==> config.mk <==
export PLATFORM = sky130hd
export DESIGN_NAME = i2s_rx
export DESIGN_NICKNAME = d
export VERILOG_FILES = /design/src/rtl/i2s_pkg.sv /design/src/rtl/i2s_rx_deser.sv /design/src/rtl/i2s_rx.sv
export SDC_FILE = /design/constraint.sdc
export NUM_CORES = 1
export LEC_CHECK = 0
export BUFFER_PORTS_ARGS = -buffer_cell sky130_fd_sc_hd__clkbuf_2
export CORE_UTILIZATION = 55
export CTS_BUF_LIST = sky130_fd_sc_hd__clkbuf_8
export CTS_CLUSTER_DIAMETER = 100
export CTS_CLUSTER_SIZE = 30
export DETAILED_ROUTE_END_ITERATION = 12
export PLACE_DENSITY = 0.71
export RECOVER_POWER = 100
export SYNTH_ARGS = -nofsm -noshare
export SYNTH_HDL_FRONTEND = slang
export SYNTH_HIERARCHICAL = 1
export SYNTH_SLANG_ARGS = --single-unit
==> constraint.sdc <==
create_clock -name sclk -period 8.35 [get_ports sclk]
set_clock_uncertainty 0.2 [all_clocks]
set_input_delay 0 -clock sclk [delete_from_list [all_inputs] [get_ports sclk]]
set_output_delay 0 -clock sclk [all_outputs]
set_load 0.01 [all_outputs]
==> src/rtl/i2s_pkg.sv <==
// Shared I2S definitions: FSM states, channel encoding, default word width.
// Used by both the receive and transmit sides.
package i2s_pkg;

    localparam int AUDIO_DW_DEF = 32;

    typedef enum logic [1:0] {
        HUNT  = 2'd0,
        LEFT  = 2'd1,
        RIGHT = 2'd2
    } state_t;

    localparam logic CH_LEFT  = 1'b0;
    localparam logic CH_RIGHT = 1'b1;

endpackage

==> src/rtl/i2s_rx_deser.sv <==
// Per-slot MSB-first deserializer with saturating bit and length counters.
// The *_nxt outputs already include the bit currently on i_din.
module i2s_rx_deser
    import i2s_pkg::*;
#(
    parameter int DW = AUDIO_DW_DEF
) (
    input  logic          i_clk,
    input  logic          i_rst,
    input  logic          i_clear,
    input  logic          i_bit_en,
    input  logic          i_din,
    output logic [DW-1:0] o_word_nxt,
    output logic [DW-1:0] o_len_nxt
);

    localparam int CW = $clog2(DW + 1);
    localparam logic [DW-1:0] TOP = {1'b1, {(DW-1){1'b0}}};

    logic [DW-1:0] r_word;
    logic [CW-1:0] r_cnt;
    logic [DW-1:0] r_len;

    logic [DW-1:0] w_word_nxt;
    logic [CW-1:0] w_cnt_nxt;
    logic [DW-1:0] w_len_nxt;

    // Shifting TOP by DW or more yields zero, so excess bits drop out.
    always_comb begin
        w_word_nxt = r_word | (i_din ? (TOP >> r_cnt) : '0);
        w_cnt_nxt  = (r_cnt == CW'(DW)) ? r_cnt : r_cnt + 1'b1;
        w_len_nxt  = (&r_len) ? r_len : r_len + 1'b1;
    end

    always_ff @(posedge i_clk) begin
        if (i_rst || i_clear) begin
            r_word <= '0;
            r_cnt  <= '0;
            r_len  <= '0;
        end else if (i_bit_en) begin
            r_word <= w_word_nxt;
            r_cnt  <= w_cnt_nxt;
            r_len  <= w_len_nxt;
        end
    end

    assign o_word_nxt = w_word_nxt;
    assign o_len_nxt  = w_len_nxt;

endmodule

==> src/rtl/i2s_rx.sv <==
// I2S receiver: word-select edge detection, slot FSM and output registers.
// Presents each left/right pair with a one-cycle valid strobe.
module i2s_rx
    import i2s_pkg::*;
#(
    parameter int AUDIO_DW = AUDIO_DW_DEF
) (
    input  logic                sclk,
    input  logic                rst,
    input  logic                lrclk,
    input  logic                sdata,
    output logic [AUDIO_DW-1:0] left_chan,
    output logic [AUDIO_DW-1:0] right_chan,
    output logic                valid,
    output logic [AUDIO_DW-1:0] slot_len,
    output logic                len_err
);

    state_t              r_state;
    logic                r_ws;
    logic [AUDIO_DW-1:0] r_hold;
    logic [AUDIO_DW-1:0] r_left_len;
    logic [AUDIO_DW-1:0] r_left;
    logic [AUDIO_DW-1:0] r_right;
    logic [AUDIO_DW-1:0] r_slot_len;
    logic                r_valid;
    logic                r_len_err;

    logic                w_trans;
    logic                w_fall;
    logic                w_rise;
    logic                w_clear;
    logic                w_bit_en;
    logic [AUDIO_DW-1:0] w_word_nxt;
    logic [AUDIO_DW-1:0] w_len_nxt;

    assign w_trans  = (lrclk != r_ws);
    assign w_fall   = w_trans && (lrclk == CH_LEFT);
    assign w_rise   = w_trans && (lrclk == CH_RIGHT);
    assign w_bit_en = (r_state != HUNT);

    // Slot start: the edge after a transition begins a fresh word.
    assign w_clear  = (r_state == HUNT)
                   || ((r_state == LEFT)  && w_rise)
                   || ((r_state == RIGHT) && w_fall);

    i2s_rx_deser #(
        .DW         (AUDIO_DW)
    ) u_deser (
        .i_clk      (sclk),
        .i_rst      (rst),
        .i_clear    (w_clear),
        .i_bit_en   (w_bit_en),
        .i_din      (sdata),
        .o_word_nxt (w_word_nxt),
        .o_len_nxt  (w_len_nxt)
    );

    always_ff @(posedge sclk) begin
        if (rst) begin
            r_state    <= HUNT;
            r_ws       <= 1'b0;
            r_hold     <= '0;
            r_left_len <= '0;
            r_left     <= '0;
            r_right    <= '0;
            r_slot_len <= '0;
            r_valid    <= 1'b0;
            r_len_err  <= 1'b0;
        end else begin
            r_ws    <= lrclk;
            r_valid <= 1'b0;
            unique case (r_state)
                HUNT: begin
                    if (w_fall) r_state <= LEFT;
                end
                LEFT: begin
                    if (w_rise) begin
                        r_hold     <= w_word_nxt;
                        r_left_len <= w_len_nxt;
                        r_state    <= RIGHT;
                    end
                end
                RIGHT: begin
                    if (w_fall) begin
                        r_left     <= r_hold;
                        r_right    <= w_word_nxt;
                        r_slot_len <= w_len_nxt;
                        r_valid    <= 1'b1;
                        if (w_len_nxt != r_left_len) r_len_err <= 1'b1;
                        r_state    <= LEFT;
                    end
                end
                default: r_state <= HUNT;
            endcase
        end
    end

    assign left_chan  = r_left;
    assign right_chan = r_right;
    assign slot_len   = r_slot_len;
    assign valid      = r_valid;
    assign len_err    = r_len_err;

endmodule

==> impl_results.md, run 1 <==
- Outcome: complete, but fails checks
- Failing checks: max-capacitance violations, max-slew violations
- Post-cts sizing count: 0
- Syn_area_per_cell: around 8.3 um^2
- # clock sinks: ~240
- Leading area contributor after synthesis: dfxtp_1
- Syn Nets: between 1000 and 1500
- Crit-path max cell delay: approximately 2.5 ns
- Via density: 5.62
- CP required: between 8 and 9 ns
- Critical path class: in -> reg
- Post-Syn Instances: roughly 1200
- Post-synth EDFFs: 0
- Detailed Route WL: ~23000 um
- Total Neg Setup Slack: 0 ns
- CTS clock-pin slew for the worst setup and hold paths: about 0.16 ns
- Initial Utilization: 0.565
- H-tree levels: 1
- Post-Synth Adder-Cell Area: 0.00889
- Vias after detailed routing: 8196
- IO Pins: about 100
- Initial antenna violation count: 0
- Inserted Clock Buffers: 11
- Post-route DRC: 0
- Slew @ Worst Pin: 3.56 ns
- Max-slew headroom: -1.37
- Final setup viols: 0
- Fill cells: 1702
- CTS tree: yes
- Area grow syn2layout: 5.07%
- Final Slew Violations: 131
- Worst setup EP type: flop
- Most frequent cells in the layout: 339 x nand2_1, 235 x dfxtp_1, 187 x a21oi_1, 99 x clkbuf_1, 52 x xor2_1
- Number of distinct library cells after synthesis: 52
- Fin crit share: 0.639
- Synth top area share: 0.478
- Die Ht: approximately 140 um
- XOR/XNOR Fraction of Synth Area: 0.0605
- CP Buf/Inv Count: 3
- Max frequency: 0.188 GHz
- Endpoints failing hold: 0
- Power density over cell area: about 160 mW/mm^2
- Synthesized area: slightly below 0.01 mm^2
- First-pass GRT wire length: 37000 um
- Hold WC Path Type: reg -> reg
- I/O Buffers: about 100
- Layout cells sized above 1: 0.0414
- Compound-Gate Fraction of Synth Area: 0.178
- Most common flop cell mapped by yosys: dfxtp_1
- Drt first pass iters: 5
- Gr ovfl total: 0
- CP cell instances: dlygate4sd3_1 > clkbuf_1 > buf_4 > nor2_1 > nand2_1 > a31oi_1 > a41o_1
- Wire per inst: 16.0 um
- Async S/R FF share, synth: 0
- Most common cell after layout, fill and taps aside: nand2_1
- Critical path launch point type: input pin
- Gr usage total: 0.251
- Hold WS: 0.262 ns
- Layout Nets: between 1000 and 1500
- Mux cell area share after synthesis: 0.00521
- Clk_lat worst skew: 0.51 ns
- R2R Setup Slk: ~3.6 ns
- Root buffer cell: clkbuf_8
- Register bit total from synthesis: about 240
- Seq/Total Area, Yosys: 0.478
- Slowest cell on the critical path: clkbuf_1
- Arrival @ worst endpoint: 5.56 ns
- Simple-gate portion of the synthesized area: 0.224
- Clock Path Buffers: 3
- RSZ-0062 raised after global routing: false
- Max IR drop VDD: between 0.0001 and 0.00015 V
- Pleak: between 0.004 and 0.005 uW
- Crit path max fanout: around 90
- Drt initial violations: 665
- Ys Warns: 6
- Crit path max-delay family: buffers and inverters
- Vias in the first global route: about 7000
- Post-DP HPWL: 15600 um
- DIE AREA: 0.0184 mm^2
- RePlAce Congestion: just under 0.9
- Final Critical Period: about 5.3 ns
- Antenna cells: 0
- Cell Rows: 48
- DRT antenna net count: 0
- Main area contributors after synthesis: dfxtp_1 48%, nand2_1 13%, a21oi_1 9.5%, xor2_1 4.6%, o211a_1 3.3%
- Die Width: 136 um
- Largest family of logic cells by synthesized area: simple AND/OR/NAND/NOR gates
- Core box area: ~0.017 mm^2
- Largest net degree at the start of global routing: 97
- Max cap viols: 3
==> Yosys cell counts (5+ instances only) <==
cell	instances
buf_4	6
nand2_1	339
o31ai_1	7
clkbuf_1	39
nor4_1	10
xnor2_1	16
a21o_1	17
dfxtp_1	235
nand4_1	15
inv_1	13
a21oi_1	187
or3_1	20
o211a_1	32
nor2b_1	5
nand3_1	19
ha_1	7
or2_2	5
nor3_1	11
and3_1	6
or4_1	9
a31o_2	16
xor2_1	52
buf_6	5
nor2_1	33
o21ai_0	17
buf_2	28
==> area by class of cell <==
cell class                 count  area, um^2  share of cell area
clock inverter                 1        7.51            0.000726
tap                          225         282              0.0272
inverter                      13        48.8             0.00472
multi-input combinational    862        4690               0.453
clock buffer                  11         151              0.0146
timing repair buffer         111         467              0.0451
sequential                   235        4700               0.455
==> power breakdown <==
group | switching [uW] | total (uW) | internal (uW) | leakage [uW]
Combinational | 33.7 | 40.9 | 7.22 | 0.00220
Clock | 327 | 450 | 123 | 0.0000792
Sequential | 1.05 | 1120 | 1120 | 0.00189
Total | 362 | 1620 | 1250 | 0.00417
==> metal layers <==
layer,share of wire,up-vias,track usage
li1,-,4102,-
met1,0.53,3858,0.408
met2,0.40,224,0.346
met3,0.060,12,0.0365
met4,0.0076,0,0.0393
met5,0,-,0
==> worst register-to-register path, delay by kind of cell (launching register included) <==
kind | cells | cell delay [ns]
xor gates and xnor gates | 2 | 0.40
AOI/OAI and AO/OA | 2 | 0.29
and+or+nand+nor | 6 | 3.02
adders and majority gates | 1 | 0.26
DFF | 1 | 0.46
==> kinds of logic after synthesis <==
group / count (synthesis)
AND/OR/NAND/NOR: 495
XOR/XNOR: 68
AO/OA/AOI/OAI: 287
flip-flops: 235
adder cells (fa/ha/maj): 7
buffers and inverters: 93
multiplexers: 5
==> metrics by stage <==
step,std cells,setup WS (ns),total power (uW),instance area (um^2),utilization
after global routing,1458,2.53,1670,10300,0.594
after global placement,1442,4.61,1190,10300,0.592
final,1458,3.02,1620,10300,0.594
after floorplan,1190,5.32,1180,9850,-
after CTS,1458,4.46,1630,10500,0.603
after detailed placement,1442,4.50,1190,10300,0.592
==> timing repair <==
item | 4_1_cts | 5_1_grt
hold buffers | 4 | 0
endpoints found under the hold margin | 82 | 0
buffers inserted | 0 | 0
==> path summary, 6_finish.rpt <==
path,start,to,cells past startpoint
setup / recovery,rst,u_deser/r_len[8],7
setup reg to reg,u_deser/r_len[0],len_err,11
hold / removal,r_hold[29],left_chan[29],2
hold reg to reg,r_hold[29],left_chan[29],2
==> sequential cells by signal (all words and copies together), names as in the netlist <==
register,flops
len_err,1
u_deser/r_cnt,6
left_chan,32
right_chan,32
u_deser/r_word,32
r_state,2
r_hold,32
r_ws,1
valid,1
u_deser/r_len,32
r_left_len,32
slot_len,32
Note: power is estimated with default switching activity, not from simulation.
==> run 2: changes to the inputs <==
==> constraint.sdc (replaced) <==
create_clock -name sclk -period 5.2 [get_ports sclk]
set_clock_uncertainty 0.2 [all_clocks]
set_input_delay 0 -clock sclk [delete_from_list [all_inputs] [get_ports sclk]]
set_output_delay 0 -clock sclk [all_outputs]
set_load 0.01 [all_outputs]
==> run 2 against run 1 <==
The flow still finishes with violations (max-capacitance violations, max-slew violations); largest cell class unchanged; via count up 0.28%; register-to-register slack got worse by 2.3 ns; global-route usage is 0.14 points lower; combinational power grew 62%; critical path depth down 1; critical path type unchanged; critical endpoint unchanged; hold slack better by 0.00058 ns; core utilization grew 0.086 points; final cell count did not move; setup slack worse by 2.0 ns.
==> impl_results.md, run 2 (same netlist as run 1, synthesis figures left out) <==
- Drt initial violations: between 600 and 700
- Max frequency: 0.240 GHz
- Min-delay src: r_hold[29]
- Drt first pass iters: 5
- Crit-path max cell delay: roughly 2.1 ns
- Endpoints failing hold: 0
- Seq. cell area: between 0.004 and 0.005 mm^2
- Critical path class: in -> reg
- Via density: ~5.6
- Largest net degree at the start of global routing: 104
- Pleak: around 0.0042 uW
- Clock Path Buffers: 3
- # clock sinks: roughly 240
- CP required: 5.44 ns
- Core box area: around 0.017 mm^2
- IO Pins: roughly 100
- I/O Buffers: 101
- RSZ-0062 raised after global routing: false
- Max-slew headroom: -1.02
- First-pass GRT wire length: between 30000 and 40000 um
- H-tree levels: 1
- RR Endpoint: len_err
- Critical path launch point type: input pin
- Layout Nets: approximately 1200
- Post-DP HPWL: 15600 um
- Fill cells: ~1700
- Cell Rows: 48
- Max IR drop VDD: about 0.00024 V
- Worst Hold Depth: 2
- Setup ws final: about 1.0 ns
- Gr usage total: 0.249
- Detailed Route WL: roughly 23000 um
- CP cell instances: dlygate4sd3_1 > clkbuf_1 > nor2_2 > nand2_1 > a31oi_1 > a41o_1
- Antenna cells: 0
- R2R Setup Slk: ~1.3 ns
- Layout cells sized above 1: 0.0422
- Max cap viols: 2
- Power density over cell area: approximately 250 mW/mm^2
- CP Buf/Inv Count: 2
- Root buffer cell: clkbuf_8
- Vias in the first global route: between 6000 and 7000
- Crit path max fanout: a little under 70
- Slew @ Worst Pin: 3.03 ns
- Gr ovfl total: 0
- Inserted Clock Buffers: 11
- Die Ht: between 100 and 150 um
- Final Slew Violations: between 100 and 150
- Crit path max-delay family: buffers and inverters
- Clk_lat worst skew: between 0.5 and 0.6 ns
- CTS tree: yes
- Vias after detailed routing: approximately 8200
- Fin crit share: 0.800
- Most common cell after layout, fill and taps aside: nand2_1
- Arrival @ worst endpoint: 4.40 ns
- Final Critical Period: 4.16 ns
- Hold worst-path end: left_chan[29]
- CP Depth: 6
- CTS clock-pin slew for the worst setup and hold paths: ~0.16 ns
- Wire per inst: between 15 and 20 um
- Worst setup EP type: flop
- Final setup viols: 0
- Multi-input logic area: ~0.0047 mm^2
- Post-route DRC: 0
- DIE AREA: roughly 0.018 mm^2
- Area grow syn2layout: 5.22%
- # hold bufs at CTS: 4
- Post-cts sizing count: 0
- DRT antenna net count: 0
- Post-CTS Setup Inserts: 0
- Slowest cell on the critical path: clkbuf_1
- Most frequent cells in the layout: 339 x nand2_1, 235 x dfxtp_1, 187 x a21oi_1, 99 x clkbuf_1, 52 x xor2_1
- Outcome: complete, but fails checks
- RePlAce Congestion: about 0.9
- Reg2reg start: u_deser/r_len[0]
- Initial Utilization: 0.565
- CP Launch Point: rst
- Worst slack, placed: around 1.3 ns
- R2R depth: 11
- Die Width: 136 um
- Total Neg Setup Slack: 0 ns
- Initial antenna violation count: 0
- Hold WC Path Type: reg -> reg
- Failing checks: max-capacitance violations, max-slew violations
run 2: changes by cell type in the layout (fill, tap and decap cells not counted):
cell	previous run	this run
nand4_1	16	17
nand4_2	2	1
nor2_1	34	32
nor2_2	0	1
nor2_4	0	1
nor4_1	11	10
nor4_4	0	1
o21ai_0	18	19
o21ai_2	1	0
run 2: worst reg2reg max path, cell delays in order, from the launching register on:
cell,delay [ns]
dfxtp_1,0.46
ha_1,0.25
nand4_1,0.25
nor4_4,0.60
and3_1,0.64
nor2_1,0.13
xor2_1,0.29
xor2_1,0.11
nor4_1,0.41
nand4_1,0.19
o21ai_0,0.18
o21ai_0,0.09
run 2: area by class of cell:
| class | count | area share |
|---|---|---|
| well taps | 225 | 0.0272 |
| flip-flops and latches | 235 | 0.454 |
| inverters | 13 | 0.00471 |
| clock inverters | 1 | 0.000724 |
| repair buffers | 111 | 0.0450 |
| multi-input cells | 862 | 0.454 |
| clock buffers | 11 | 0.0146 |
run 2: per-layer routing:
| metal | global-route usage | part of all wire |
|---|---|---|
| met2 | 0.341 | 0.40 |
| met4 | 0.0424 | 0.0089 |
| met3 | 0.0324 | 0.064 |
| met1 | 0.409 | 0.53 |
| met5 | 0 | 0 |
run 2: worst max-delay path by stage:
stage / slack [ns] / to
6_report: 1.04 / u_deser/r_len[8]
5_1_grt: 0.60 / u_deser/r_len[8]
4_1_cts: 1.32 / len_err
3_5_place_dp: 1.35 / len_err
3_3_place_gp: 1.45 / len_err
2_1_floorplan: 2.17 / len_err
run 2: per-stage QoR:
stage | util | hold slack, ns | std cells | area (um^2) | power (uW)
2_1_floorplan | - | -0.132 | 1190 | 9850 | 1890
3_3_place_gp | 0.592 | 0.0547 | 1442 | 10300 | 1910
3_5_place_dp | 0.592 | 0.0612 | 1442 | 10300 | 1910
4_1_cts | 0.603 | 0.264 | 1458 | 10500 | 2620
5_1_grt | 0.595 | 0.277 | 1458 | 10400 | 2680
6_report | 0.595 | 0.262 | 1458 | 10400 | 2600
run 2: power breakdown:
part | leakage (uW) | switching [uW] | internal, uW
clock network | 0.0000792 | 527 | 198
registers | 0.00189 | 1.66 | 1800
logic | 0.00221 | 54.7 | 11.6
total | 0.00418 | 584 | 2010
==> run 3: changes to the inputs <==
==> constraint.sdc (replaced) <==
create_clock -name sclk -period 4.2 [get_ports sclk]
set_clock_uncertainty 0.2 [all_clocks]
set_input_delay 0 -clock sclk [delete_from_list [all_inputs] [get_ports sclk]]
set_output_delay 0 -clock sclk [all_outputs]
set_load 0.01 [all_outputs]
==> run 3 against run 2 <==
The run still ends with max-capacitance violations, max-slew violations left; global-route usage is 0.75 points higher; sequential share of layout area is 0.093 points lower; core utilization is 0.12 points higher; flip-flop and latch count stayed put; hold slack worse by 0.18 ns; largest cell class unchanged; critical path depth is 1 lower; register-to-register slack worse by 0.92 ns; via count is 0.52% higher.
==> impl_results.md, run 3 (same netlist as run 1, synthesis figures left out) <==
- Post-DP HPWL: roughly 16000 um
- Gr usage total: 0.257
- Flop pwr share: 0.694
- Met3 usage: 0.0313
- Worst setup EP type: flop
- Combinational Power Share: 0.026
- Setup ws final: between 0.3 and 0.4 ns
- DRT antenna net count: 0
- CP required: 4.42 ns
- Post-route DRC: 0
- H-tree levels: 1
- Clk_lat worst skew: between 0.5 and 0.6 ns
- Critical path launch point type: flop
- Via density: 5.65
- NetSw: 728 uW
- Core box area: around 0.017 mm^2
- Largest net degree at the start of global routing: between 90 and 100
- Clock power share: 0.280
- Slew @ Worst Pin: around 2.8 ns
- Cell-internal power: roughly 2500 uW
- Top Usage Layer GRT: met1
- RSZ-0062 raised after global routing: false
- Gr ovfl total: 0
- Max frequency: between 0.2 and 0.3 GHz
- # clock sinks: 235
- Die Width: about 140 um
- Clock Path Buffers: 3
- Max cap viols: 5
- Area grow syn2layout: 5.44%
- Drt first pass iters: 5
- Hold WS: ~0.085 ns
- IO Pins: ~100
- Worst slack, placed: 0.566 ns
- DP Area: between 0.01 and 0.015 mm^2
- Final Slew Violations: between 200 and 300
- Fin crit share: 0.914
- DIE AREA: 0.0184 mm^2
- Post-cts sizing count: 0
- Pleak: roughly 0.0042 uW
- Total Neg Setup Slack: 0 ns
- Wire per inst: 16.4 um
- Critical path class: reg -> reg
- RePlAce Congestion: between 0.8 and 0.9
- Layout Nets: approximately 1300
- Max IR drop VDD: a little over 0.0003 V
- First-pass GRT wire length: roughly 38000 um
- Detailed Route WL: between 20000 and 25000 um
- Outcome: complete, but fails checks
- Vias after detailed routing: ~8300
- Max-slew headroom: -0.893
- Drt initial violations: 676
- CTS clock-pin slew for the worst setup and hold paths: between 0.15 and 0.2 ns
- Cell Rows: 48
- Layout cells sized above 1: 0.0444
- Sw Ratio: 0.226
- Root buffer cell: clkbuf_8
- Most common cell after layout, fill and taps aside: nand2_1
- Final Critical Period: 3.84 ns
- Met2 Use GR: 0.363
- Power density over cell area: approximately 310 mW/mm^2
- Hold WC Path Type: in -> reg
- Initial antenna violation count: 0
- Inserted Clock Buffers: 11
- Cell area after layout: 0.0104 mm^2
- Final setup viols: 0
- Most frequent cells in the layout: 339 x nand2_1, 235 x dfxtp_1, 187 x a21oi_1, 100 x clkbuf_1, 52 x xor2_1
- I/O Buffers: 101
- Antenna cells: 0
- Vias in the first global route: ~7100
- Failing checks: max-capacitance violations, max-slew violations
- Crit path max fanout: 36
- Endpoints failing hold: 0
- Die Ht: 136 um
- Met1 Resource Use GR: 0.416
- Initial Utilization: 0.565
- CTS tree: yes
- Arrival @ worst endpoint: 4.06 ns
==> run 3: stage by stage <==
| stage | std cells | util | total power (uW) |
|---|---|---|---|
| after floorplan | 1190 | - | 2340 |
| after global placement | 1448 | 0.594 | 2360 |
| after detailed placement | 1448 | 0.594 | 2360 |
| after CTS | 1463 | 0.605 | 3250 |
| after global routing | 1463 | 0.596 | 3330 |
| final | 1463 | 0.596 | 3220 |
==> run 3: path summary, 6_finish.rpt <==
kind | cells past startpoint | slack, ns | end | start
max | 5 | 0.36 | r_hold[24] | r_state[0]
max reg2reg | 5 | 0.36 | r_hold[24] | r_state[0]
min reg2reg | 2 | 0.26 | left_chan[5] | r_hold[5]
min | 3 | 0.08 | r_ws | lrclk
==> run 3: area by class of cell <==
cell class                 instances  area (um^2)
clock inverter                     1         7.51
tap                              225          282
sequential                       235         4700
timing repair buffer             116          493
clock buffer                      11          151
multi-input combinational        862         4700
fill                            1752         7030
inverter                          13         48.8
==> run 3: timing repair <==
action / in CTS / in global routing
hold buffers: 3 / 0
setup buffers: 0 / 0
hold endpoints to repair: 66 / 0
==> run 3: power groups by stage <==
stage | clock network, uW | registers (uW) | logic, uW
2_1_floorplan | 0 | 2280 | 61.0
3_3_place_gp | 0 | 2280 | 81.7
3_5_place_dp | 0 | 2280 | 82.4
4_1_cts | 925 | 2240 | 84.8
5_1_grt | 1000 | 2240 | 90.2
6_report | 903 | 2230 | 82.7
==> run 3: critical path, stage by stage, from the launching register on <==
cell	delay, ns
dfxtp_1	0.46
and2b_1	0.20
nor2b_1	2.12
buf_4	0.53
nand2_1	0.09
a21oi_1	0.12
==> run 3: per-layer routing <==
layer / part of all wire / routed length [um]
met1: 0.52 / 12600
met2: 0.40 / 9720
met3: 0.061 / 1460
met4: 0.011 / 255
met5: 0 / 0
